**config.mk**
```make
export PLATFORM = sky130hd
export DESIGN_NAME = processor_flow_ctrl
export DESIGN_NICKNAME = d
export VERILOG_FILES = /design/src/rtl/processor_flow_ctrl_pkg.sv /design/src/rtl/processor_flow_ctrl_ret_stack.sv /design/src/rtl/processor_flow_ctrl.sv
export SDC_FILE = /design/constraint.sdc
export NUM_CORES = 1
export LEC_CHECK = 0
export CORE_ASPECT_RATIO = 2
export CORE_MARGIN = 5
export CORE_UTILIZATION = 30
export DETAILED_ROUTE_END_ITERATION = 8
export DONT_BUFFER_PORTS = 1
export MAX_ROUTING_LAYER = met4
export PLACE_DENSITY = 0.49
export SYNTH_ARGS = -nofsm -noshare
export SYNTH_HDL_FRONTEND = slang
export SYNTH_SLANG_ARGS = --single-unit
```
**constraint.sdc**
```tcl
create_clock -name clock -period 6 [get_ports clock]
set_input_delay 1.2 -clock clock [delete_from_list [all_inputs] [get_ports clock]]
set_output_delay 1.2 -clock clock [all_outputs]
set_load 0.02 [all_outputs]
```
**src/rtl/processor_flow_ctrl_pkg.sv**
```systemverilog
// rtl/processor_flow_ctrl_pkg.sv - shared state encoding and defaults for the flow controller
package processor_flow_ctrl_pkg;

  typedef enum logic [1:0] {
    ST_RUN   = 2'd0,
    ST_STALL = 2'd1,
    ST_FAULT = 2'd2
  } flow_state_t;

  localparam int DEFAULT_STACK_DEPTH = 8;

endpackage

```
**src/rtl/processor_flow_ctrl_ret_stack.sv**
```systemverilog
// rtl/processor_flow_ctrl_ret_stack.sv - return-address LIFO with occupancy count
module processor_ret_stack
#(
  parameter int WIDTH = 18,
  parameter int DEPTH = 8
) (
  input  logic                     clock,
  input  logic                     reset,
  input  logic                     push,
  input  logic                     pop,
  input  logic [WIDTH-1:0]         push_data,
  output logic [WIDTH-1:0]         top,
  output logic [$clog2(DEPTH):0]   depth,
  output logic                     full,
  output logic                     empty
);

  localparam int PW = $clog2(DEPTH);
  localparam int DW = PW + 1;
  localparam logic [DW-1:0] ONE = 1;
  localparam logic [DW-1:0] MAX = DW'(DEPTH);

  logic [WIDTH-1:0] mem [DEPTH];
  logic [DW-1:0]    depth_q;
  logic [DW-1:0]    depth_m1;

  assign depth_m1 = depth_q - ONE;
  assign full     = (depth_q == MAX);
  assign empty    = (depth_q == '0);
  assign depth    = depth_q;
  // The empty case reads as zero so the return target never shows stale RAM.
  assign top      = empty ? '0 : mem[depth_m1[PW-1:0]];

  always_ff @(posedge clock) begin
    if (reset) begin
      depth_q <= '0;
    end else if (push && !full) begin
      depth_q <= depth_q + ONE;
    end else if (pop && !empty) begin
      depth_q <= depth_m1;
    end
  end

  always_ff @(posedge clock) begin
    if (!reset && push && !full) begin
      mem[depth_q[PW-1:0]] <= push_data;
    end
  end

endmodule

```
**src/rtl/processor_flow_ctrl.sv**
```systemverilog
// rtl/processor_flow_ctrl.sv - call/jump/return redirect control with stall and fault handling
module processor_flow_ctrl
  import processor_flow_ctrl_pkg::*;
#(
  parameter int ADDR_SIZE   = 18,
  parameter int WORD_SIZE   = 18,
  parameter int STACK_DEPTH = DEFAULT_STACK_DEPTH
) (
  input  logic                           clock,
  input  logic                           reset,
  input  logic                           dec_valid,
  input  logic                           dec_is_call,
  input  logic                           dec_is_jump,
  input  logic                           dec_is_return,
  input  logic                           cond_true,
  input  logic [WORD_SIZE-1:0]           dec_target,
  input  logic [ADDR_SIZE-1:0]           dec_ip_plus_one,
  input  logic                           stall_req,
  output logic                           no_operation,
  output logic [WORD_SIZE-1:0]           ip_to_call,
  output logic                           call_performed,
  output logic [WORD_SIZE-1:0]           ip_to_return,
  output logic                           return_performed,
  output logic [$clog2(STACK_DEPTH):0]   depth,
  output logic                           fault
);

  flow_state_t          state, next_state;
  logic                 push, pop, full, empty;
  logic [ADDR_SIZE-1:0] top;

  processor_ret_stack #(
    .WIDTH(ADDR_SIZE),
    .DEPTH(STACK_DEPTH)
  ) u_ret_stack (
    .clock     (clock),
    .reset     (reset),
    .push      (push),
    .pop       (pop),
    .push_data (dec_ip_plus_one),
    .top       (top),
    .depth     (depth),
    .full      (full),
    .empty     (empty)
  );

  assign ip_to_return = WORD_SIZE'(top);
  assign ip_to_call   = call_performed ? dec_target : '0;
  assign fault        = (state == ST_FAULT);

  always_ff @(posedge clock) begin
    if (reset) begin
      state <= ST_RUN;
    end else begin
      state <= next_state;
    end
  end

  // STALL with stall_req low acts on the held decode slot directly, so the
  // redirect lands in the first cycle the hazard clears and state drops to RUN.
  always_comb begin
    next_state       = state;
    no_operation     = 1'b0;
    call_performed   = 1'b0;
    return_performed = 1'b0;
    push             = 1'b0;
    pop              = 1'b0;
    if (!reset) begin
      case (state)
        ST_FAULT: begin
          no_operation = 1'b1;
        end
        default: begin
          if (stall_req) begin
            no_operation = 1'b1;
            next_state   = ST_STALL;
          end else begin
            next_state = ST_RUN;
            if (dec_valid) begin
              if (dec_is_return) begin
                if (empty) begin
                  next_state = ST_FAULT;
                end else begin
                  return_performed = 1'b1;
                  pop              = 1'b1;
                end
              end else if (dec_is_call) begin
                if (full) begin
                  next_state = ST_FAULT;
                end else begin
                  call_performed = 1'b1;
                  push           = 1'b1;
                end
              end else if (dec_is_jump && cond_true) begin
                call_performed = 1'b1;
              end
            end
          end
        end
      endcase
    end
  end

endmodule

```
==> flow_summary.json <==
{
  "status": "finished clean",
  "worstSkewPairLatency_ns": 0.42,
  "gr-total-overflow": 0,
  "dieArea_um2": 23400,
  "fmax_ghz": 0.236,
  "ant_nets": 0,
  "critPathKind": "reg -> out",
  "setup_viol": 0,
  "cts_hold_buffers": 0,
  "max-slew-margin-rel": 0.391,
  "die_h_um": 211,
  "grt_use_total": 0.123,
  "hp-class": "reg -> reg",
  "drtIter0Drc": 130,
  "cts.clk_slew.worst_paths_ns": 0.06,
  "critical_path.max_fanout": 16,
  "rows": 73,
  "layout_min_cycle_time_ns": 4.24,
  "coreArea_um2": 19900,
  "ctsResizeCount": 0,
  "place_hpwl_um": 8240,
  "final_common_cell": "edfxtp_1",
  "first_pass_iters": 7,
  "fin_nets": 394,
  "cts_setup_buffers": 0,
  "synth_area_per_cell_um2": 18.3,
  "grt_max_degree": 47,
  "clock-sinks": 150,
  "synthFlopType": "edfxtp_1",
  "area_growth_pct": 15.2,
  "drt_wl_total_um": 13400,
  "grt_pass1_wl_um": 20500,
  "p_leak_uw": 0.00219,
  "fin_worst_skew_ns": 0.00711,
  "critPathLaunchType": "flop",
  "yosysWarnings": 0,
  "rrSetupSlack_ns": 3.52,
  "via_per_inst": 4.87,
  "wl_per_cell_um": 21.5,
  "vias": 3032,
  "synthesis.nets": 378,
  "required_ns": 4.80,
  "irDropWorstVdd_mv": 0.158,
  "syn-cell-area_um2": 6090,
  "diodes": 0,
  "io_pins": 88,
  "setup_tns_ns": 0,
  "cts_tree": "done",
  "slew_viol_final": 0,
  "worstMarginPinSlew_ns": 0.913,
  "cp.arrival_ns": 3.04,
  "synthArstFlopShare": 0,
  "drc": 0,
  "rsz0062_at_grt": "false",
  "layout_common_cells": "144 x edfxtp_1, 43 x nand2_1, 36 x mux4_2, 22 x a21oi_1, 18 x and2_2",
  "start_util": 0.306,
  "synth_seq_area_share": 0.730,
  "end_kind": "primary output",
  "pwr_density_cell_nw_per_um2": 316,
  "antenna_found_initial": 0,
  "fin_crit_sh": 0.706,
  "cts_buffers": 17,
  "hold_viol_final": 0,
  "fp.dieW_um": 111,
  "drive_gt1_frac": 0.321,
  "maxCapViolCount": 0,
  "ys_seq_elements": 150,
  "clock_path_buffers": 2,
  "synth_edf_count": 144,
  "cts_htree_levels": 4,
  "clock-root-buffer": "clkbuf_16",
  "postSynthCellCount": 332,
  "ys_types": 38,
  "grt_pass1_vias": 3218,
  "io_buffers": 0,
  "layoutNonFillerInstCount": 623,
  "gp_congestion": 0.804,
  "fillers": 1891,
  "numPlacedInstances": 591
}
-- kinds of logic (layout without fill, tap and decap cells) --
| logic type | Yosys count | count (layout) | share of synthesized area |
|---|---|---|---|
| buf+inv | 20 | 49 | 0.0162 |
| xor+xnor | 2 | 2 | 0.00288 |
| flops | 150 | 150 | 0.730 |
| simple gates | 91 | 91 | 0.0830 |
| fa+ha+maj | 2 | 2 | 0.00411 |
| mux | 38 | 38 | 0.136 |
| compound gates | 29 | 29 | 0.0271 |
-- metrics by stage --
stage	power [uW]	area [um2]	hold slack [ns]	utilization	setup WS (ns)
finish	2220	7010	0.631	0.352	1.76
CTS	2250	7010	0.657	0.352	1.69
global route	2300	7010	0.710	0.352	1.61
global placement	1280	6470	0.666	0.325	2.18
floorplan	1250	6090	0.611	-	2.16
detailed placement	1280	6470	0.643	0.325	2.14
-- worst max-delay path: stages (launching register included) --
cell and delay [ns]:
dfxtp_1 0.66, inv_1 0.16, ha_1 0.62, buf_4 0.36, mux4_2 0.23, nand2_1 0.05, a21oi_1 0.52
-- synth_stat cells, drive strengths merged, types with 2 or more instances --
library cell,count,share of area
edfxtp,144,0.71
nand2,43,0.027
nor2,10,0.0062
dfxtp,6,0.020
nor3,5,0.0060
inv,3,0.0018
and2,19,0.023
a21oi,22,0.018
nor4b,2,0.0029
ha,2,0.0041
buf,9,0.0092
nand2b,2,0.0021
or3,2,0.0021
mux2i,2,0.0033
mux4,36,0.13
clkbuf,8,0.0051
-- power breakdown --
part / leakage [uW] / internal [uW] / switching, uW
combinational: 0.000587 / 38.1 / 61.8
sequential: 0.00134 / 1150 / 2.01
clock: 0.000257 / 561 / 402
total: 0.00219 / 1750 / 465
-- registers in the layout, summed over array words and instances (netlist names) --
name	flops
u_ret_stack.mem	144
state	2
u_ret_stack.depth	4
-- final cells by class --
class	instances	area (um2)	area share
sequential	150	4450	0.634
multi-input combinational	162	1580	0.226
clock buffer	17	425	0.0606
tap	262	328	0.0467
clock inverter	15	115	0.0164
timing repair buffer	14	105	0.0150
inverter	3	11.3	0.00161
-- metal layers --
layer  part of all wire  wire, um  GRT usage  vias to the layer above
li1                   -         -          -                     1338
met1               0.36      4860      0.122                     1564
met2               0.55      7360      0.216                      114
met3              0.069       927     0.0441                       16
met4              0.019       254     0.0548                        0
met5                  0         0          -                        -
-- path summary, 6_finish.rpt --
check | from | to | depth (start not counted)
setup / recovery | u_ret_stack.depth[1] | ip_to_return[7] | 6
hold / removal | state[0] | state[0] | 2
setup reg to reg | u_ret_stack.depth[0] | u_ret_stack.mem[7][16] | 4
hold reg to reg | state[0] | state[0] | 2
No activity file was read; power rests on OpenSTA's default activity.
